$ cat config.mk
export PLATFORM = sky130hd
export DESIGN_NAME = seq_div
export DESIGN_NICKNAME = d
export VERILOG_FILES = /design/src/rtl/seq_div_pkg.sv /design/src/rtl/div_step.sv /design/src/rtl/seq_div.sv
export SDC_FILE = /design/constraint.sdc
export NUM_CORES = 1
export LEC_CHECK = 0
export BUFFER_PORTS_ARGS = -buffer_cell sky130_fd_sc_hd__buf_2
export CAP_MARGIN = 15
export CORE_MARGIN = 5
export CORE_UTILIZATION = 50
export CTS_BUF_LIST = sky130_fd_sc_hd__clkbuf_4
export DETAILED_ROUTE_END_ITERATION = 8
export GPL_ROUTABILITY_DRIVEN = 0
export GPL_TIMING_DRIVEN = 0
export HOLD_SLACK_MARGIN = 0.08
export PLACE_DENSITY = 0.76
export SYNTH_ARGS = -nofsm -noshare
export SYNTH_HDL_FRONTEND = slang
export SYNTH_HIERARCHICAL = 1
export SYNTH_SLANG_ARGS = --single-unit
$ cat constraint.sdc
create_clock -name clk -period 11 [get_ports clk]
set_clock_uncertainty 0.1 [all_clocks]
set_input_delay 1.65 -clock clk [delete_from_list [all_inputs] [get_ports clk]]
set_output_delay 1.65 -clock clk [all_outputs]
set_load 0.01 [all_outputs]
$ cat src/rtl/seq_div_pkg.sv
// Shared definitions for the sequential divider: FSM encoding and default width.
package seq_div_pkg;

  localparam int DEFAULT_W = 32;

  typedef enum logic [1:0] {
    IDLE = 2'd0,
    CALC = 2'd1,
    FIX  = 2'd2,
    DONE = 2'd3
  } state_t;

endpackage

$ cat src/rtl/div_step.sv
// One radix-2 non-restoring division iteration on a (W+1)-bit signed partial remainder.
module div_step #(
  parameter int W = 32
) (
  input  logic [W:0]   pr_in,
  input  logic         dividend_bit,
  input  logic [W-1:0] divisor_mag,
  output logic [W:0]   pr_out,
  output logic         q_bit
);

  logic [W:0] shifted;
  logic [W:0] divisor_ext;

  // Top bit of the shift is dropped; the result always fits in W+1 signed bits,
  // so modular arithmetic gives the exact next remainder.
  always_comb begin
    shifted     = {pr_in[W-1:0], dividend_bit};
    divisor_ext = {1'b0, divisor_mag};
    pr_out      = pr_in[W] ? (shifted + divisor_ext) : (shifted - divisor_ext);
    q_bit       = ~pr_out[W];
  end

endmodule

$ cat src/rtl/seq_div.sv
// Sequential radix-2 non-restoring divider, one quotient bit per cycle,
// signed (truncating) or unsigned, with divide-by-zero flagging.
//
//   state | meaning
//   IDLE  | waiting for start; operands captured on accept
//   CALC  | W non-restoring iterations, one per cycle
//   FIX   | remainder restore, sign correction, results registered
//   DONE  | done pulse for one cycle, then back to IDLE
module seq_div
  import seq_div_pkg::*;
#(
  parameter int W      = DEFAULT_W,
  parameter bit SIGNED = 1'b1
) (
  input  logic         clk,
  input  logic         rst,
  input  logic         start,
  input  logic [W-1:0] dividend,
  input  logic [W-1:0] divisor,
  output logic         busy,
  output logic         done,
  output logic [W-1:0] quotient,
  output logic [W-1:0] remainder,
  output logic         div_by_zero
);

  localparam int CW = $clog2(W + 1);

  state_t state;
  state_t state_next;

  logic [CW-1:0] count;
  logic [W:0]    pr;
  logic [W-1:0]  q_work;
  logic [W-1:0]  divisor_mag;
  logic [W-1:0]  dividend_raw;
  logic          a_neg;
  logic          b_neg;

  logic [W:0]    pr_step;
  logic          q_bit;

  logic          in_a_neg;
  logic          in_b_neg;
  logic [W-1:0]  dividend_mag_in;
  logic [W-1:0]  divisor_mag_in;
  logic [W-1:0]  rem_mag;
  logic [W-1:0]  quo_fix;
  logic [W-1:0]  rem_fix;
  logic          zero_div;
  logic          last_step;

  div_step #(.W(W)) u_step (
    .pr_in        (pr),
    .dividend_bit (q_work[W-1]),
    .divisor_mag  (divisor_mag),
    .pr_out       (pr_step),
    .q_bit        (q_bit)
  );

  // Most-negative negates to itself, which is exactly its W-bit unsigned magnitude.
  always_comb begin
    in_a_neg        = SIGNED && dividend[W-1];
    in_b_neg        = SIGNED && divisor[W-1];
    dividend_mag_in = in_a_neg ? (-dividend) : dividend;
    divisor_mag_in  = in_b_neg ? (-divisor) : divisor;
  end

  always_comb begin
    zero_div  = (divisor_mag == '0);
    last_step = (count == CW'(1));
    rem_mag   = pr[W] ? (pr[W-1:0] + divisor_mag) : pr[W-1:0];
    quo_fix   = (a_neg ^ b_neg) ? (-q_work) : q_work;
    rem_fix   = a_neg ? (-rem_mag) : rem_mag;
  end

  always_comb begin
    state_next = state;
    case (state)
      IDLE:    if (start) state_next = CALC;
      CALC:    if (last_step) state_next = FIX;
      FIX:     state_next = DONE;
      DONE:    state_next = IDLE;
      default: state_next = IDLE;
    endcase
  end

  always_ff @(posedge clk) begin
    if (rst) begin
      state <= IDLE;
    end else begin
      state <= state_next;
    end
  end

  always_ff @(posedge clk) begin
    if (rst) begin
      count        <= '0;
      pr           <= '0;
      q_work       <= '0;
      divisor_mag  <= '0;
      dividend_raw <= '0;
      a_neg        <= 1'b0;
      b_neg        <= 1'b0;
      quotient     <= '0;
      remainder    <= '0;
      div_by_zero  <= 1'b0;
    end else begin
      case (state)
        IDLE: begin
          if (start) begin
            a_neg        <= in_a_neg;
            b_neg        <= in_b_neg;
            dividend_raw <= dividend;
            divisor_mag  <= divisor_mag_in;
            q_work       <= dividend_mag_in;
            pr           <= '0;
            count        <= CW'(W);
          end
        end
        CALC: begin
          pr     <= pr_step;
          q_work <= {q_work[W-2:0], q_bit};
          count  <= count - CW'(1);
        end
        FIX: begin
          quotient    <= zero_div ? '1 : quo_fix;
          remainder   <= zero_div ? dividend_raw : rem_fix;
          div_by_zero <= zero_div;
        end
        default: begin
        end
      endcase
    end
  end

  assign busy = (state != IDLE);
  assign done = (state == DONE);

endmodule

* Word-level counts from Yosys, hierarchy flattened
Index checks and enable logic that the tools add are counted.
Word-level totals: register bits 204, output and inout port bits 67
Cells by class: equality and inequality tests 6, add/sub/neg operators 8, mux-type cells 17, bitwise gates (word level) 2, reductions and logical operators 7
Operator list (count):
- 2-to-1 mux 32 bit | 8
- negation 32 bit | 4
- 2-to-1 mux 33 bit | 2
- one-hot mux 33 bit (2 select lines) | 1
- one-hot mux 32 bit (2 select lines) | 1
- adder 33 x 32 -> 33 bit | 1
- subtractor 33 x 32 -> 33 bit | 1
- adder 32 bit | 1
- zero test 32 bit | 1
- one-hot mux 6 bit (2 select lines) | 1
- one-hot mux 2 bit (4 select lines) | 1
- equality test 6 x 1 -> 1 bit, second input constant | 1
- 2-to-1 mux 6 bit | 1
- AND reduction 2 bit | 3
- subtractor 6 x 1 -> 6 bit, second input constant | 1
- equality test 2 bit, second input constant | 2
- 2-to-1 mux 2 bit | 2
- inequality test 2 bit, second input constant | 2
- nonzero test 2 bit | 2
- equality test 2 x 1 -> 1 bit, second input constant | 1
- zero test 2 bit | 1
- inverter 1 bit | 1
- XOR 1 bit | 1

* Depth between registers and ports, before layout
word-level depth 5, depth in mapped cells 20, depth with buffers taken out 19

* Modules after synthesis
Netlist, hierarchy kept.
Modules (own cells, without submodules):
- seq_div | seq. area each 4063.9 µm², area each 12722.2 µm², cells an instance 1682, instances 1
- div_step | seq. area each 0.0 µm², area each 2309.7 µm², cells an instance 326, instances 1

* Least setup slack after synthesis
No wires, ideal clock.
path kind input -> register, from in dividend[11], to reg q_work[29], stages on the path 10, slack 6.317 ns, arrival time 4.450 ns, required time 10.768 ns, path through or4_4 or3_4 or4_4 or4_4 or3_1 or3_1 nand2_1 xnor2_1 o211ai_1 a21oi_1
Between the ends: word-level cells in the longest chain between the ends 4
RTL lines:
- start: declaration | RTL line seq_div.sv:18 | input logic [W-1:0] dividend,
- negation 32 bit | RTL line seq_div.sv:65 | dividend_mag_in = in_a_neg ? (-dividend) : dividend;
- 2-to-1 mux 32 bit | RTL line seq_div.sv:65
- 2-to-1 mux 32 bit | RTL line seq_div.sv:111 | if (start) begin
- one-hot mux 32 bit (2 select lines) | RTL line seq_div.sv:109 | case (state)
- end signal: assignment | RTL line seq_div.sv:116 | q_work <= dividend_mag_in;
- end signal: assignment | RTL line seq_div.sv:123 | q_work <= {q_work[W-2:0], q_bit};
- end: declaration | RTL line seq_div.sv:34 | logic [W-1:0] q_work;
No other way between the ends. The select of a mux whose other input is x is not followed. A chain may end at the register's enable or synchronous reset.

* Worst setup path after layout
from reg pr[32], to reg q_work[0]
Between the ends: word-level cells in the longest chain between the ends 3
RTL lines:
- start: declaration | RTL line seq_div.sv:33 | logic [W:0] pr;
- start signal: assignment | RTL line seq_div.sv:122 | pr <= pr_step;
- 2-to-1 mux 33 bit | RTL line div_step.sv:20 | pr_out = pr_in[W] ? (shifted + divisor_ext) : (shifted - divisor_ext);
- inverter 1 bit | RTL line div_step.sv:21 | q_bit = ~pr_out[W];
- net q_bit | RTL line seq_div.sv:41 | logic q_bit;
- one-hot mux 32 bit (2 select lines) | RTL line seq_div.sv:109
The timed path passes the listed nets, and every way through them passes these cells.

==> summary.md <==
| Metric | Value |
|---|---|
| Peak Freq | `196 MHz` |
| IO Pins | `134` |
| Unrepaired setup endpoints after global routing | `false` |
| Vias | `16,043` |
| Via-per-instance ratio | `6.13` |
| YS warnings | `6` |
| Synth Cell Area | `15,000 µm²` |
| Leak | `0.00668 µW` |
| Setup Buffers After CTS | `0` |
| P_sw | `2970 µW` |
| Die extent in x | `183 µm` |
| Layout cells sized above 1 | `0.110` |
| VDD IR max | `0.139 mV` |
| Tcrit/Tclk final | `0.464` |
| Endpoints failing hold | `0` |
| Outcome | `finished, final reports clean` |
| Routing usage on met1 | `0.365` |
| Mapped Cells | `2,008` |
| Crit. Startpoint | `pr[32]$_SDFFE_PP0P_` |
| Clock Path Buffers | `3` |
| Synthesis-to-layout area growth | `11.8%` |
| Multi-input gate area | `10,300 µm²` |
| Hold_buf cts | `0` |
| Average size of a mapped cell | `7.49 µm²` |
| H-tree depth | `2` |
| Post-synthesis register bit count | `203` |
| Nets | `2,343` |
| Sw Share | `0.517` |
| Worst hold start | `dividend_raw[27]$_SDFFE_PP0P_` |
| Flop pwr share | `0.222` |
| Row count | `63` |
| Design area | `16,800 µm²` |
| Worst reg2reg setup slack | `5.90 ns` |
| R2R cell count | `13` |
| # DRC | `0` |
| Routed wire length per instance | `18.8 µm` |
| Fin crit period | `5.10 ns` |
| Congestion Overflow GR | `0` |
| Vias in the first global route | `15,047` |
| Worst Hold Class | `flop to flop` |
| Largest net degree at the start of global routing | `17` |
| Height of the chip | `183 µm` |
| Busiest grt layer | `met2` |
| Global-route wire length before repair | `77,300 µm` |
| Slew @ Worst Pin | `1.02 ns` |
| Worst slack, placed | `5.89 ns` |
| CTS tree | `yes` |
| Core area | `29,600 µm²` |
| M3 GR Usage | `0.0456` |
| Critical path class | `flop to flop` |
| Most common cell after layout, fill and taps aside | `nand2_1` |
| Net count after synthesis | `2,152` |
| P_int | `2770 µW` |
| Fill count | `2,858` |
| Post-CTS sizing | `0` |
| GRT met2 Usage | `0.454` |
| Post-DP HPWL | `38,500 µm` |
| Max-slew headroom | `0.320` |
| Crit. End Element | `flop` |
| Post-route ant nets | `0` |
| Max-cap violations | `0` |
| Sequential area share after synthesis | `0.270` |
| Count of final setup violators | `0` |
| Dpl cell area | `16,200 µm²` |
| Clock share of power | `0.111` |
| Overall power | `5740 µW` |
| Crit path cell chain | `clkbuf_1 -> mux2_2 -> fa_1 -> a211oi_1 -> o211ai_1 -> a31oi_1 -> o211ai_1 -> a31oi_1 -> o21ai_0 -> a21o_1 -> xor2_1 -> mux2i_1 -> a211oi_1` |
| Slowest cell on the critical path | `dfxtp_1` |
| Initial antenna violation count | `2` |
| Startpoint types | `flop` |
| Worst-path clk slew | `0.07 ns` |
| Final Util | `0.567` |
| Post-route setup slack | `5.90 ns` |
| Power Density | `342 nW/µm²` |
| FF-to-FF End | `q_work[0]$_SDFFE_PP0P_` |
| Commonest cells after routing, fill and taps aside | `273 x nand2_1, 219 x nor2_1, 203 x dfxtp_1` |
| Crit-path max cell delay | `0.79 ns` |
| Most used DFF post-synth | `dfxtp_1` |
| Hold Path End | `dividend_raw[27]$_SDFFE_PP0P_` |
| Clock buffer count from CTS | `56` |
| Pre-antenna DRT Iters | `6` |
| Worst R2R Start | `pr[32]$_SDFFE_PP0P_` |
| Post-synth cell types | `83` |
| Starting DRT DRC Count | `1,347` |
| CTS root buffer | `clkbuf_4` |
| Final TNS setup | `0 ns` |
| Total global-route track usage | `0.281` |
| DRT Wirelength | `49,200 µm` |
| CTS sink count | `203` |
| Ys async rst share | `0` |
| Starting Density | `0.507` |
| Comb power frac | `0.667` |
| Port buffer count | `133` |
| Slew Limit Fails | `0` |
| Crit path arrival time | `5.62 ns` |
| Reg area | `4060 µm²` |
| Crit path max fanout | `10` |
| WP data required | `11.52 ns` |
| Number of synthesized flops with an enable pin | `0` |
| Worst skew pair latency | `0.71 ns` |
| Hold path cells | `2` |
| DIE AREA | `33,600 µm²` |
==> worst max-delay path by stage <==
stage,end,slack [ns]
floorplan,q_work[29]$_SDFFE_PP0P_,6.32
global placement,q_work[30]$_SDFFE_PP0P_,5.95
detailed placement,q_work[30]$_SDFFE_PP0P_,5.89
CTS,q_work[0]$_SDFFE_PP0P_,5.98
global route,q_work[0]$_SDFFE_PP0P_,5.75
finish,q_work[0]$_SDFFE_PP0P_,5.90
==> final cells by class <==
| cell class | count | share of cell area |
|---|---|---|
| diodes | 1 | 0.000149 |
| repair buffers | 133 | 0.0396 |
| well taps | 390 | 0.0290 |
| clock buffers | 75 | 0.0335 |
| inverters | 43 | 0.00960 |
| multi-input cells | 1641 | 0.616 |
| plain buffers | 121 | 0.0272 |
| clock inverters | 12 | 0.00335 |
| flip-flops and latches | 203 | 0.242 |
==> worst max-delay path: cells and delay by family (launching register included) <==
| kind | cells | cell delay [ns] |
|---|---|---|
| AOI/OAI and AO/OA | 8 | 2.26 |
| DFF | 1 | 0.79 |
| muxes | 2 | 0.57 |
| buffers and inverters | 1 | 0.55 |
| adders and majority gates | 1 | 0.46 |
| xor gates and xnor gates | 1 | 0.27 |
==> registers in the layout, indices dropped and copies added (netlist names) <==
signal,count
dividend_raw,32
div_by_zero,1
count,6
divisor_mag,32
state,2
remainder,32
b_neg,1
q_work,32
quotient,32
pr,33
==> power by group through the flow <==
stage	Combinational [µW]	Clock (µW)	Sequential [µW]
floorplan	2840	0	1210
global placement	3630	0	1270
detailed placement	3730	0	1280
CTS	3750	645	1260
global route	4240	685	1300
finish	3830	637	1270
==> Yosys cell counts (9+ instances only) <==
library cell / number / area share
nand2_1: 273 / 0.068
nor2_1: 219 / 0.055
dfxtp_1: 203 / 0.27
a21oi_1: 169 / 0.056
o21ai_0: 133 / 0.044
xor2_1: 113 / 0.066
clkbuf_1: 107 / 0.027
xnor2_1: 77 / 0.045
ha_1: 75 / 0.062
a211oi_1: 68 / 0.034
inv_1: 42 / 0.010
a22oi_1: 36 / 0.018
nor3_1: 36 / 0.012
o211ai_1: 29 / 0.014
o31ai_1: 27 / 0.013
a31oi_1: 25 / 0.010
mux2i_1: 25 / 0.017
nor4_1: 24 / 0.010
or3_1: 24 / 0.010
o22ai_1: 21 / 0.0087
a21o_1: 19 / 0.0095
nand4_1: 19 / 0.0079
nand2b_1: 18 / 0.0075
nand3_1: 15 / 0.0050
nor2b_1: 15 / 0.0062
o41ai_1: 15 / 0.0087
o21a_1: 14 / 0.0070
buf_1: 12 / 0.0030
or4_1: 12 / 0.0060
o21bai_1: 10 / 0.0050
and2_1: 9 / 0.0037
==> cells by family after synthesis <==
logic type / Yosys count / synth area share
muxes: 27 / 0.0181
xor gates and xnor gates: 191 / 0.113
DFF: 203 / 0.270
buffers and inverters: 164 / 0.0411
AOI/OAI and AO/OA: 631 / 0.270
and+or+nand+nor: 715 / 0.223
adders and majority gates: 77 / 0.0651
==> layer usage <==
metal,share of wire,vias to the layer above,wire [µm]
met5,0.00024,-,12
met4,0.053,2,2630
met3,0.098,170,4820
met2,0.44,853,21800
met1,0.41,7334,20000
li1,-,7684,-
==> through the flow <==
step                      hold WS [ns]  instances
after floorplan                  0.331       2008
after global placement           0.341       2531
after detailed placement         0.346       2531
after CTS                        0.355       2618
after global routing             0.372       2619
final                            0.355       2619
(Power assumes the default switching activity.)
